===== config.mk =====
export PLATFORM = sky130hd
export DESIGN_NAME = ofmap_drain_flat
export DESIGN_NICKNAME = d
export VERILOG_FILES = /design/src/rtl/systolic_pkg.sv /design/src/rtl/ofmap_drain_if.sv /design/src/rtl/ofmap_drain_sync_fifo.sv /design/src/rtl/ofmap_drain.sv /design/src/flat_wrapper.sv
export SDC_FILE = /design/constraint.sdc
export NUM_CORES = 1
export LEC_CHECK = 0
export ABC_AREA = 1
export ABC_CLOCK_PERIOD_IN_PS = 16700
export BUFFER_PORTS_ARGS = -buffer_cell sky130_fd_sc_hd__buf_2
export CAP_MARGIN = 10
export CORE_UTILIZATION = 60
export CTS_BUF_LIST = sky130_fd_sc_hd__clkbuf_8
export DETAILED_ROUTE_END_ITERATION = 10
export PLACE_DENSITY = 0.79
export SLEW_MARGIN = 25
export SYNTH_ARGS = -nofsm -noshare
export SYNTH_HDL_FRONTEND = slang
export SYNTH_SLANG_ARGS = --single-unit
export TNS_END_PERCENT = 100

===== constraint.sdc =====
create_clock -name clk -period 16.7 [get_ports clk]
set_input_delay 2.505 -clock clk [delete_from_list [all_inputs] [get_ports clk]]
set_output_delay 2.505 -clock clk [all_outputs]
set_load 0.01 [all_outputs]

===== src/rtl/systolic_pkg.sv =====
// Shared types and default sizes for the systolic array ofmap drain path.
package systolic_pkg;

    localparam int OFMAP_WIDTH_DEF = 32;
    localparam int ARRAY_WIDTH_DEF = 4;
    localparam int FIFO_DEPTH_DEF  = 4;
    localparam int CNT_WIDTH_DEF   = 16;

    typedef enum logic [1:0] {IDLE, DRAIN, FLUSH, DONE} drain_state_e;

    typedef logic signed [OFMAP_WIDTH_DEF-1:0] ofmap_row_t [ARRAY_WIDTH_DEF-1:0];

endpackage


===== src/rtl/ofmap_drain_if.sv =====
// Skewed ofmap input stream and aligned output row stream of the drain block.
interface ofmap_drain_if
    import systolic_pkg::*;
#(
    parameter int OFMAP_WIDTH = OFMAP_WIDTH_DEF,
    parameter int ARRAY_WIDTH = ARRAY_WIDTH_DEF
) ();

    logic                          in_valid;
    logic                          in_ready;
    logic signed [OFMAP_WIDTH-1:0] ofmap_in [ARRAY_WIDTH-1:0];
    logic                          out_valid;
    logic                          out_ready;
    logic signed [OFMAP_WIDTH-1:0] out_row  [ARRAY_WIDTH-1:0];

    // slave: the drain block; master: array side plus output buffer
    modport slave  (input  in_valid, ofmap_in, out_ready,
                    output in_ready, out_valid, out_row);
    modport master (output in_valid, ofmap_in, out_ready,
                    input  in_ready, out_valid, out_row);

endinterface


===== src/rtl/ofmap_drain_sync_fifo.sv =====
// Row-wide synchronous FIFO with exact full/empty and an occupancy count.
module sync_fifo #(
    parameter int DEPTH = 4,
    parameter int WIDTH = 128
) (
    input  logic                       clk,
    input  logic                       rst_n,
    input  logic                       push,
    input  logic                       pop,
    input  logic [WIDTH-1:0]           wdata,
    output logic [WIDTH-1:0]           rdata,
    output logic                       full,
    output logic                       empty,
    output logic [$clog2(DEPTH):0]     count
);

    localparam int PW = $clog2(DEPTH);
    localparam logic [PW:0] FULL_CNT = DEPTH[PW:0];

    logic [WIDTH-1:0] mem [DEPTH];
    logic [PW-1:0]    wr_ptr;
    logic [PW-1:0]    rd_ptr;
    logic             do_push;
    logic             do_pop;

    assign full    = (count == FULL_CNT);
    assign empty   = (count == '0);
    // a pop in the same cycle frees the slot a push needs when full
    assign do_push = push && (!full || pop);
    assign do_pop  = pop && !empty;
    assign rdata   = mem[rd_ptr];

    always_ff @(posedge clk) begin
        if (do_push) begin
            mem[wr_ptr] <= wdata;
        end
    end

    always_ff @(posedge clk or negedge rst_n) begin
        if (!rst_n) begin
            wr_ptr <= '0;
            rd_ptr <= '0;
            count  <= '0;
        end else begin
            if (do_push) wr_ptr <= wr_ptr + PW'(1);
            if (do_pop)  rd_ptr <= rd_ptr + PW'(1);
            case ({do_push, do_pop})
                2'b10:   count <= count + (PW+1)'(1);
                2'b01:   count <= count - (PW+1)'(1);
                default: count <= count;
            endcase
        end
    end

endmodule


===== src/rtl/ofmap_drain.sv =====
// Deskews column-skewed ofmap rows, buffers them and streams aligned rows out.
// Build option: OFMAP_RELU_EN clamps negative elements to zero before the FIFO.
module ofmap_drain
    import systolic_pkg::*;
#(
    parameter int OFMAP_WIDTH = OFMAP_WIDTH_DEF,
    parameter int ARRAY_WIDTH = ARRAY_WIDTH_DEF,
    parameter int FIFO_DEPTH  = FIFO_DEPTH_DEF,
    parameter int CNT_WIDTH   = CNT_WIDTH_DEF
) (
    input  logic                 clk,
    input  logic                 rst_n,
    input  logic                 start,
    input  logic [CNT_WIDTH-1:0] num_rows,
    output logic                 busy,
    output logic                 done,
    output logic                 overflow,
    ofmap_drain_if.slave         bus
);

    localparam int PIPE  = ARRAY_WIDTH - 1;
    localparam int CW    = $clog2(FIFO_DEPTH) + 1;
    localparam int ROW_W = OFMAP_WIDTH * ARRAY_WIDTH;

    drain_state_e state, state_nxt;

    logic [CNT_WIDTH-1:0]          num_rows_q;
    logic [CNT_WIDTH-1:0]          rows_in;
    logic [CNT_WIDTH-1:0]          rows_out;
    logic [PIPE-1:0]               vld_p;
    logic [CW-1:0]                 fifo_count;
    logic                          fifo_full;
    logic                          fifo_empty;
    logic                          in_ready;
    logic                          accept;
    logic                          pop;
    logic signed [OFMAP_WIDTH-1:0] dsk_out [ARRAY_WIDTH];
    logic signed [OFMAP_WIDTH-1:0] row_p0  [ARRAY_WIDTH];
    logic [ROW_W-1:0]              push_data;
    logic [ROW_W-1:0]              pop_data;

    function automatic int popcount(input logic [PIPE-1:0] v);
        int n;
        n = 0;
        for (int i = 0; i < PIPE; i++) begin
            n += int'(v[i]);
        end
        return n;
    endfunction

`ifdef OFMAP_RELU_EN
    function automatic logic signed [OFMAP_WIDTH-1:0] relu(input logic signed [OFMAP_WIDTH-1:0] x);
        return x[OFMAP_WIDTH-1] ? '0 : x;
    endfunction
`endif

    // The array cannot stall, so rows already in the deskew pipe reserve FIFO space.
    assign in_ready = (state == DRAIN) && (rows_in != num_rows_q) && !fifo_full &&
                      ((int'(fifo_count) + popcount(vld_p)) < FIFO_DEPTH);
    assign accept       = bus.in_valid && in_ready;
    assign pop          = bus.out_valid && bus.out_ready;
    assign bus.in_ready = in_ready;
    assign bus.out_valid = !fifo_empty;

    // Deskew stage: column j waits ARRAY_WIDTH-1-j cycles so all columns meet.
    for (genvar j = 0; j < ARRAY_WIDTH; j++) begin : g_col
        localparam int D = ARRAY_WIDTH - 1 - j;
        if (D == 0) begin : g_direct
            assign dsk_out[j] = bus.ofmap_in[j];
        end else begin : g_dly
            logic signed [OFMAP_WIDTH-1:0] dsk_p [D];
            always_ff @(posedge clk) begin
                dsk_p[0] <= bus.ofmap_in[j];
                for (int k = 1; k < D; k++) begin
                    dsk_p[k] <= dsk_p[k-1];
                end
            end
            assign dsk_out[j] = dsk_p[D-1];
        end
`ifdef OFMAP_RELU_EN
        assign row_p0[j] = relu(dsk_out[j]);
`else
        assign row_p0[j] = dsk_out[j];
`endif
    end

    always_comb begin
        push_data = '0;
        for (int j = 0; j < ARRAY_WIDTH; j++) begin
            push_data[j*OFMAP_WIDTH +: OFMAP_WIDTH] = row_p0[j];
        end
    end

    // FIFO stage: aligned rows are pushed when the delayed valid emerges.
    sync_fifo #(
        .DEPTH (FIFO_DEPTH),
        .WIDTH (ROW_W)
    ) u_fifo (
        .clk   (clk),
        .rst_n (rst_n),
        .push  (vld_p[PIPE-1]),
        .pop   (pop),
        .wdata (push_data),
        .rdata (pop_data),
        .full  (fifo_full),
        .empty (fifo_empty),
        .count (fifo_count)
    );

    always_comb begin
        bus.out_row = '{default: '0};
        for (int j = 0; j < ARRAY_WIDTH; j++) begin
            bus.out_row[j] = fifo_empty ? '0 : $signed(pop_data[j*OFMAP_WIDTH +: OFMAP_WIDTH]);
        end
    end

    always_ff @(posedge clk or negedge rst_n) begin
        if (!rst_n) begin
            num_rows_q <= '0;
            rows_in    <= '0;
            rows_out   <= '0;
            vld_p      <= '0;
            overflow   <= 1'b0;
        end else begin
            vld_p[0] <= accept;
            for (int k = 1; k < PIPE; k++) begin
                vld_p[k] <= vld_p[k-1];
            end
            if (bus.in_valid && !in_ready) overflow <= 1'b1;
            if (state == IDLE && start) begin
                num_rows_q <= num_rows;
                rows_in    <= '0;
                rows_out   <= '0;
            end else begin
                if (accept) rows_in  <= rows_in + CNT_WIDTH'(1);
                if (pop)    rows_out <= rows_out + CNT_WIDTH'(1);
            end
        end
    end

    always_ff @(posedge clk or negedge rst_n) begin
        if (!rst_n) state <= IDLE;
        else        state <= state_nxt;
    end

    always_comb begin
        state_nxt = state;
        busy      = (state != IDLE);
        done      = (state == DONE);
        case (state)
            IDLE:  if (start) state_nxt = (num_rows == '0) ? DONE : DRAIN;
            DRAIN: if (rows_in == num_rows_q) state_nxt = FLUSH;
            FLUSH: if (rows_out == num_rows_q && fifo_empty && vld_p == '0) state_nxt = DONE;
            DONE:  state_nxt = IDLE;
            default: state_nxt = IDLE;
        endcase
    end

endmodule


===== src/flat_wrapper.sv =====
// flat-port wrapper written by rule: the top's interface ports become plain ports
module ofmap_drain_flat import systolic_pkg::*;
#(
    parameter int OFMAP_WIDTH = OFMAP_WIDTH_DEF,
    parameter int ARRAY_WIDTH = ARRAY_WIDTH_DEF,
    parameter int FIFO_DEPTH  = FIFO_DEPTH_DEF,
    parameter int CNT_WIDTH   = CNT_WIDTH_DEF
)
  (clk, rst_n, start, num_rows, busy, done, overflow, bus_in_valid, bus_ofmap_in, bus_out_ready, bus_in_ready, bus_out_valid, bus_out_row);
  ofmap_drain_if #(.OFMAP_WIDTH(OFMAP_WIDTH), .ARRAY_WIDTH(ARRAY_WIDTH)) bus_i ();
  input  logic clk;
  input  logic rst_n;
  input  logic start;
  input  logic [CNT_WIDTH-1:0] num_rows;
  output logic busy;
  output logic done;
  output logic overflow;
  input wire logic [$bits(bus_i.in_valid)-1:0] bus_in_valid;
  input wire logic [$bits(bus_i.ofmap_in)-1:0] bus_ofmap_in;
  input wire logic [$bits(bus_i.out_ready)-1:0] bus_out_ready;
  output wire logic [$bits(bus_i.in_ready)-1:0] bus_in_ready;
  output wire logic [$bits(bus_i.out_valid)-1:0] bus_out_valid;
  output wire logic [$bits(bus_i.out_row)-1:0] bus_out_row;
  assign bus_i.in_valid = bus_in_valid;
  assign bus_i.ofmap_in = {>>{bus_ofmap_in}};
  assign bus_i.out_ready = bus_out_ready;
  assign bus_in_ready = bus_i.in_ready;
  assign bus_out_valid = bus_i.out_valid;
  assign bus_out_row = {>>{bus_i.out_row}};
  ofmap_drain #(.OFMAP_WIDTH(OFMAP_WIDTH), .ARRAY_WIDTH(ARRAY_WIDTH), .FIFO_DEPTH(FIFO_DEPTH), .CNT_WIDTH(CNT_WIDTH)) u_core (.clk(clk), .rst_n(rst_n), .start(start), .num_rows(num_rows), .busy(busy), .done(done), .overflow(overflow), .bus(bus_i));
endmodule

==> results.md, run 1 <==
- The final setup skew is 0.0255 ns.
- The antenna violation net count after detailed routing is 0.
- The average cell area after synthesis is 12.1 um^2.
- Once the clock tree was built, the resizer swapped 0 gates to a different size.
- The placed wire-length estimate is 32.6 mm.
- The clock tree from TritonCTS is built.
- The critical path data arrival time is 4.09 ns.
- The clock period minus final worst setup slack is 6.60 ns.
- In this run the post-CTS setup repair buffer count came out at 0.
- The cell chosen for the clock root is sky130_fd_sc_hd__clkbuf_8.
- The via count of the first global-routing pass is 17.7k.
- Dividing the detail-routed via count by the number of cells gives 5.40.
- The first routing iteration left 1677 violations.
- The power density relative to cell area is 170 nW/um^2.
- The number of port buffers is 281.
- Sequential elements use 75.8% of the synthesized area.
- The die footprint is 46500 um^2.
- The path type of the worst min-delay path is flop to flop.
- The count of cells in the finished layout, fillers not included, comes to 3269.
- The clock tree buffer depth is 3.
- The startpoint type of the worst setup path is a flop.
- The transition time at the pin with the least slew margin is 1.03 ns.
- The length of the first detailed-routing pass in iterations is 6.
- The number of warnings reported in the yosys synthesis log is 0.
- In the layout the commonest cells are 568 x sky130_fd_sc_hd__nor2_1, 512 x sky130_fd_sc_hd__edfxtp_1, 290 x sky130_fd_sc_hd__o21ai_0, 281 x sky130_fd_sc_hd__buf_2, 192 x sky130_fd_sc_hd__dfxtp_1.
- Based on the critical path, the design can be clocked at up to 152 MHz.
- The hold violation total from the final report is 0.
- The core utilization of the finished layout is 70.5%.
- The required time of the critical path is 14.20 ns.
- The post-route DRC violation count is 0.
- The clock slew at the register clock pins of the worst setup and hold paths is 0.06 ns.
- The number of placed I/O pins is 282.
- The run finished with clean final reports.
- Relative to the synthesized area, the layout overhead comes to 14.9%.
- The height of the die is 216 um.
- The worst path uses 39.5% of the clock period.
- The top fanout value on the critical path is 150.
- Synthesis produced a netlist with a net count of 2424.
- The critical path is of the flop to output port type.
- The later pin in the worst-skew pair is clocked with a latency of 0.71 ns.
- The leakage component of the power is 12.2 nW.
- The tightest slew margin relative to the limit is 31.4%.
- The first global-routing pass estimated 91.8 mm of wire.
- The initial antenna violation count is 10.
- For this design, the sink count on the clock tree is 765.
- Setup violations remaining at the end of the flow were counted as 0.
- Among all flip-flop cells after synthesis, the most frequent one is sky130_fd_sc_hd__edfxtp_1.
- The max-capacitance violation count is 0.
- The average wire per cell in the routed design is 17.9 um.
- The congestion estimate from routability-driven global placement came to 0.836.
- The number of enable-type register cells in the synthesized netlist is 512.
- Measured along the x axis, the die boundary spans 216 um.
- The number of synthesized register bits is 765.
- The aggregate global routing overflow is 0.
- Counting tap cells, the placed design contains a total of 3040 instances.
- The number of nets in the finished design is 2731.
- The max-slew violation count is 0.
- The largest vdd supply drop is 0.151 mV.
- Setup total negative slack on the finished layout was measured at 0 ns.
- The count of filler cells inserted in the layout is 2938.
- The total number of placement rows is 77.
- TritonCTS created 115 clock buffers.
- For this run, the total global-route usage over all layers was measured as 25.5%.
- Counting flops with an async set or reset pin after synthesis yields a share of 7.97%.
- The initial standard-cell utilization of the core is 61.3%.
- The summed instance area of the synthesized netlist is 27400 um^2.
- The final routed wirelength across all metal layers is 58.5 mm.
- Power comes to 5.34 mW.
- The number of unique standard cell types used by synthesis is 36.
- CTS built an H-tree with a depth of 3.
- The largest net degree at the start of global routing is 151.
- The number of instances in the synthesized netlist is 2258.
- The detailed router placed 17.7k vias in this run.
- The worst hold margin is 0.321 ns.
- STA classifies the critical path endpoint as an output port.
- The core region is 44600 um^2.
- The ratio of cells with drive above 1 in the final layout is 17.7%.
- The number of buffers inserted for hold repair after clock tree synthesis is 0.
- Setup repair after global routing left no endpoint under its margin.
- Leaving out fill and tap cells, the most frequent cell in the layout is sky130_fd_sc_hd__nor2_1.
==> logic make-up (layout without fill, tap and decap cells) <==
family,count (synthesis),in the layout,share of synthesized area (%)
AOI/OAI and AO/OA,438,438,8.06
xor gates and xnor gates,12,12,0.384
adders and majority gates,17,17,0.805
buffers and inverters,206,615,3.05
DFF,765,765,75.8
other,0,10,0
and+or+nand+nor,820,820,11.9
==> sequential cells by signal, indices dropped and copies added, names as in the netlist <==
signal and flops:
u_core.g_col.g_dly.dsk_p 192, u_core.num_rows_q 16, u_core.overflow 1, u_core.rows_in 16
u_core.rows_out 16, u_core.state 2, u_core.u_fifo.count 3, u_core.u_fifo.mem 512
u_core.u_fifo.rd_ptr 2, u_core.u_fifo.wr_ptr 2, u_core.vld_p 3
==> power breakdown <==
part	leakage, nW	internal, mW	switching (mW)
logic	3.86	0.532	1.07
registers	7.03	2.18	0.136
clock network	1.35	0.732	0.687
==> final cells by class <==
class                           instances  area (um^2)  share of cell area [%]
Antenna cell                           10         25.0                  0.0796
Clock buffer                          127         1750                    5.56
Clock inverter                         92          449                    1.43
Inverter                               97          374                    1.19
Multi-Input combinational cell       1287         5820                    18.5
Sequential cell                       765        20800                    66.0
Tap cell                              592          741                    2.36
Timing Repair Buffer                  299         1550                    4.91
==> worst max-delay path: stages, from the launching register on <==
cell and delay, ns:
sky130_fd_sc_hd__dfrtp_4 0.82, sky130_fd_sc_hd__inv_6 0.85, sky130_fd_sc_hd__buf_4 0.87, sky130_fd_sc_hd__o21ai_0 0.27
sky130_fd_sc_hd__a21oi_1 0.26, sky130_fd_sc_hd__buf_2 0.17
==> per-stage QoR <==
step	worst slack (ns)	cell area, um^2
2_1_floorplan	7.94	27400
3_3_place_gp	10.96	29200
3_5_place_dp	10.83	29200
4_1_cts	10.06	31400
5_1_grt	9.77	31400
6_report	10.10	31500
==> path summary, 6_finish.rpt <==
| path | start | end | slack, ns | depth (start not counted) |
|---|---|---|---|---|
| setup reg to reg | u_core.u_fifo.count[0]$_DFFE_PN0P_ | u_core.u_fifo.count[1]$_DFFE_PN0P_ | 13.28 | 9 |
| min in group asynchronous | rst_n | u_core.num_rows_q[2]$_DFFE_PN0P_ | 1.96 | 2 |
| max in group asynchronous | rst_n | u_core.u_fifo.rd_ptr[1]$_DFFE_PN0P_ | 14.14 | 2 |
| setup / recovery | u_core.u_fifo.rd_ptr[0]$_DFFE_PN0P_ | bus_out_row[53] | 10.10 | 5 |
| hold / removal | u_core.g_col[1].g_dly.dsk_p[0][17]$_DFF_P_ | u_core.g_col[1].g_dly.dsk_p[0][49]$_DFF_P_ | 0.32 | 0 |
| hold reg to reg | u_core.g_col[1].g_dly.dsk_p[0][17]$_DFF_P_ | u_core.g_col[1].g_dly.dsk_p[0][49]$_DFF_P_ | 0.32 | 0 |
==> synth_stat cells, types with 3 or more instances <==
| master | count | area share (%) |
|---|---|---|
| sky130_fd_sc_hd__buf_1 | 7 | 0.096 |
| sky130_fd_sc_hd__dfxtp_1 | 192 | 14 |
| sky130_fd_sc_hd__nor2_2 | 3 | 0.069 |
| sky130_fd_sc_hd__ha_1 | 16 | 0.73 |
| sky130_fd_sc_hd__nand4_1 | 8 | 0.18 |
| sky130_fd_sc_hd__buf_6 | 3 | 0.12 |
| sky130_fd_sc_hd__dfrtp_1 | 61 | 5.6 |
| sky130_fd_sc_hd__inv_1 | 90 | 1.2 |
| sky130_fd_sc_hd__clkbuf_1 | 67 | 0.92 |
| sky130_fd_sc_hd__buf_2 | 32 | 0.59 |
| sky130_fd_sc_hd__a21oi_1 | 142 | 2.6 |
| sky130_fd_sc_hd__inv_2 | 7 | 0.096 |
| sky130_fd_sc_hd__nor2_1 | 572 | 7.8 |
| sky130_fd_sc_hd__edfxtp_1 | 512 | 56 |
| sky130_fd_sc_hd__nand3_1 | 36 | 0.66 |
| sky130_fd_sc_hd__xnor2_1 | 5 | 0.16 |
| sky130_fd_sc_hd__nand2_2 | 4 | 0.091 |
| sky130_fd_sc_hd__nor3_1 | 11 | 0.20 |
| sky130_fd_sc_hd__nor4_1 | 4 | 0.091 |
| sky130_fd_sc_hd__nand2_1 | 171 | 2.3 |
| sky130_fd_sc_hd__xor2_1 | 7 | 0.22 |
| sky130_fd_sc_hd__o21ai_0 | 290 | 5.3 |
==> routing by layer <==
layer	up-vias	track usage, %	wire [um]
met5	-	0	13
met4	2	11.7	1610
met3	104	4.58	3990
met2	710	42.9	29000
met1	8470	32.3	23900
li1	8365	-	-
(Power assumes the default switching activity.)
==> inputs of run 2 (changes only) <==
--- a/config.mk
+++ b/config.mk
@@ -6,13 +6,13 @@
 export NUM_CORES = 1
 export LEC_CHECK = 0
 export ABC_AREA = 1
-export ABC_CLOCK_PERIOD_IN_PS = 16700
+export ABC_CLOCK_PERIOD_IN_PS = 5800
 export BUFFER_PORTS_ARGS = -buffer_cell sky130_fd_sc_hd__buf_2
 export CAP_MARGIN = 10
-export CORE_UTILIZATION = 60
+export CORE_UTILIZATION = 55
 export CTS_BUF_LIST = sky130_fd_sc_hd__clkbuf_8
 export DETAILED_ROUTE_END_ITERATION = 10
-export PLACE_DENSITY = 0.79
+export PLACE_DENSITY = 0.76
 export SLEW_MARGIN = 25
 export SYNTH_ARGS = -nofsm -noshare
 export SYNTH_HDL_FRONTEND = slang
==> constraint.sdc (replaced) <==
create_clock -name clk -period 5.8 [get_ports clk]
set_input_delay 0.87 -clock clk [delete_from_list [all_inputs] [get_ports clk]]
set_output_delay 0.87 -clock clk [all_outputs]
set_load 0.01 [all_outputs]
==> results.md, run 2 (synthesis gave the netlist of run 1 again) <==
- The DRC marker count from the first detailed-route iteration is 1378.
- The initial standard-cell utilization of the core is 55.8%.
- The height of the die is 225 um.
- The number of buffers and inverters on the critical path is 3.
- The final setup skew is 0.0262 ns.
- In the layout the commonest cells are 568 x sky130_fd_sc_hd__nor2_1, 512 x sky130_fd_sc_hd__edfxtp_1, 290 x sky130_fd_sc_hd__o21ai_0, 281 x sky130_fd_sc_hd__buf_2, 192 x sky130_fd_sc_hd__dfxtp_1.
- The clock tree synthesis step divided the H-tree into 3 levels.
- For the worst-skew pair, the clock arrives at the later sink with an insertion delay of 0.73 ns.
- The top fanout value on the critical path is 167.
- Compared with the post-synthesis result, the final layout area differs by 16.3%.
- The endpoint identified for the worst register-to-register timing path is u_core.u_fifo.mem[2][52]$_DFFE_PP_.
- For this run, the slowest stage of the critical path takes 0.62 ns.
- The number of setup violations in the final report is 0.
- The most critical setup path has its endpoint at bus_out_row[107].
- The max-slew violation count came to 0.
- The least setup slack across all paths after layout is 1.54 ns.
- The critical path class is flop to output port.
- The ratio of cells with drive above 1 in the final layout is 18.6%.
- Summing all placed instances gives a cell area of 29400 um^2.
- The critical path startpoint is u_core.u_fifo.rd_ptr[0]$_DFFE_PN0P_.
- Summed over all layers, the global routing overflow is 0.
- The cell sitting at the root of the clock tree is a sky130_fd_sc_hd__clkbuf_8.
- Measured in cells, the most critical reg-to-reg path has a length of 6.
- The final instance area is 31800 um^2.
- After routing, the total negative slack on setup checks comes to 0 ns.
- The largest individual stage delay along the critical path comes from the cell sky130_fd_sc_hd__dfrtp_4.
- The worst hold path belongs to the class input pin to flop.
- The most frequent standard cell in the layout excluding fill and tap cells is sky130_fd_sc_hd__nor2_1.
- The length of the first detailed-routing pass in iterations is 5.
- The post-route DRC violation count is 0.
- The critical path goes through inv_8, buf_4, o21ai_0, a21oi_1, buf_2.
- Counting the fill cells in the layout gives 3584.
- TritonCTS built the clock tree.
- After detailed routing, the average wire length per cell comes to 17.6 um.
- Once the clock tree was built, the resizer swapped 0 gates to a different size.
- The startpoint type of the worst setup path is a flop.
- The tree built by TritonCTS fans out to 765 sinks.
- The final routed wirelength across all metal layers is 58.6 mm.
- The number of buffers inserted during clock tree synthesis is 115.
- The initial antenna violation count was 4.
- The hold violation total from the final report is 0.
- The sum of internal, switching and leakage power is 15.7 mW.
- The floorplan step defined a core boundary enclosing 49100 um^2.
- The count of vias placed by the detailed router is 17.6k.
- The flow ran to the end, and the final reports show no timing, DRC or antenna violations.
- The post-CTS repair timing setup buffer count is 0.
- The via-per-instance ratio is 5.28.
- After clock tree synthesis, the clock-pin slew on the worst setup and hold paths is 0.06 ns.
- The congestion estimate from routability-driven global placement came to 0.822.
- The leakage component of the power is 12.3 nW.
- The via count of the first global-routing pass came to 17.5k.
- The count of buffers added on input and output ports is 281.
- The worst setup slack after placement is 1.88 ns.
- The count of nets left with antenna violations once routing finished came out at 0.
- The tightest slew margin relative to the limit is 27.3%.
- The number of buffers inserted for hold repair after clock tree synthesis is 1.
- The required time of the critical path is 4.93 ns.
- IR analysis of the VDD net gives a maximum drop of 0.426 mV.
- The clock period minus final worst setup slack is 4.26 ns.
- Across all register-to-register paths, the minimum setup slack is 3.10 ns.
- The overall routing resource usage is 22.9%.
- The sort of element at the end of the critical path is an output port.
- The final cycle utilization of the critical path is 73.4%.
- Detailed placement ended at an HPWL of 32.7 mm.
- At the pin with the least slew margin, the transition time is 1.09 ns.
- Setup repair after global routing left no endpoint under its margin.
- For this design the ratio of total power to cell area is 494 nW/um^2.
- The category of cells accounting for the largest share of critical-path delay is buffers and inverters.
- 282 I/O pins were placed.
- The number of nets in the finished design is 2735.
- The global-route wire length before repair is 89.9 mm.
- The cell count along the critical path is 5.
- From left edge to right edge, the die measures 225 um.
- The total number of placement rows is 81.
- The die covers 50600 um^2.
- Timing would allow up to 235 MHz.
- Counting along the longest clock path gives a buffer depth of 3.
- The max-capacitance violation count is 0.
- The largest registers in the layout are u_core.u_fifo.mem x512, u_core.g_col.g_dly.dsk_p x192.
- Data arrives at the worst endpoint at 3.39 ns.
- The largest net degree at the start of global routing is 168.
- The register with the most flip-flops in the layout has 512 of them.
- The worst hold margin is 0.239 ns.
- The worst reg2reg path startpoint is u_core.u_fifo.count[0]$_DFFE_PN0P_.
- The largest register by flop count is u_core.u_fifo.mem.
run 2: cell count changes in the layout (fill, tap and decap cells not counted), moves of 2 or more:
cell and change:
sky130_fd_sc_hd__inv_4 -2, sky130_fd_sc_hd__clkbuf_8 +16, sky130_fd_sc_hd__buf_12 +3, sky130_fd_sc_hd__clkinv_1 -4
sky130_fd_sc_hd__inv_8 +3, sky130_fd_sc_hd__inv_1 -17, sky130_fd_sc_hd__diode_2 -9
run 2: how the worst min path moves through the flow:
stage / startpoint / endpoint / slack, ns / cells after the start
floorplan: u_core.g_col[0].g_dly.dsk_p[0][0]$_DFF_P_ / u_core.g_col[0].g_dly.dsk_p[0][32]$_DFF_P_ / 0.31 / 0
global placement: u_core.g_col[0].g_dly.dsk_p[0][1]$_DFF_P_ / u_core.g_col[0].g_dly.dsk_p[0][33]$_DFF_P_ / 0.31 / 0
detailed placement: u_core.g_col[0].g_dly.dsk_p[0][13]$_DFF_P_ / u_core.g_col[0].g_dly.dsk_p[0][45]$_DFF_P_ / 0.31 / 0
CTS: bus_ofmap_in[26] / u_core.g_col[0].g_dly.dsk_p[0][26]$_DFF_P_ / 0.18 / 1
global route: bus_ofmap_in[28] / u_core.g_col[0].g_dly.dsk_p[0][28]$_DFF_P_ / 0.18 / 1
finish: bus_ofmap_in[27] / u_core.g_col[0].g_dly.dsk_p[0][27]$_DFF_P_ / 0.24 / 1
run 2: stage by stage:
stage	instances	util (%)
after CTS	3334	64.8
after global placement	3114	59.9
after floorplan	2258	-
after detailed placement	3114	59.9
after global routing	3336	64.9
final	3336	64.9
run 2: where the power goes:
group	internal [mW]	switching [mW]
combinational	1.57	3.16
clock	2.38	2.02
sequential	6.27	0.328
run 2: layout make-up:
| cell class | count | area [um^2] | share of cell area (%) |
|---|---|---|---|
| Clock inverter | 76 | 445 | 1.40 |
| Clock buffer | 143 | 1970 | 6.19 |
| Multi-Input combinational cell | 1287 | 5810 | 18.3 |
| Sequential cell | 765 | 20800 | 65.2 |
| Timing Repair Buffer | 303 | 1630 | 5.13 |
| Tap cell | 664 | 831 | 2.61 |
| Antenna cell | 1 | 2.50 | 0.00786 |
| Inverter | 97 | 379 | 1.19 |
run 2: worst reg2reg max path: stages (launching register included):
cell                      delay (ns)
sky130_fd_sc_hd__dfrtp_1        0.41
sky130_fd_sc_hd__nor2_1         0.09
sky130_fd_sc_hd__nand3_1        0.07
sky130_fd_sc_hd__nand2_1        0.32
sky130_fd_sc_hd__nor2_4         0.19
sky130_fd_sc_hd__buf_4          0.56
sky130_fd_sc_hd__buf_4          0.66
run 2: routing by layer:
metal | part of all wire (%) | vias to the layer above | GRT usage, %
met5 | 0.058 | - | 0
met4 | 2.6 | 6 | 9.04
met3 | 6.0 | 115 | 4.65
met2 | 50 | 629 | 39.8
met1 | 41 | 8476 | 28.1
li1 | - | 8384 | -
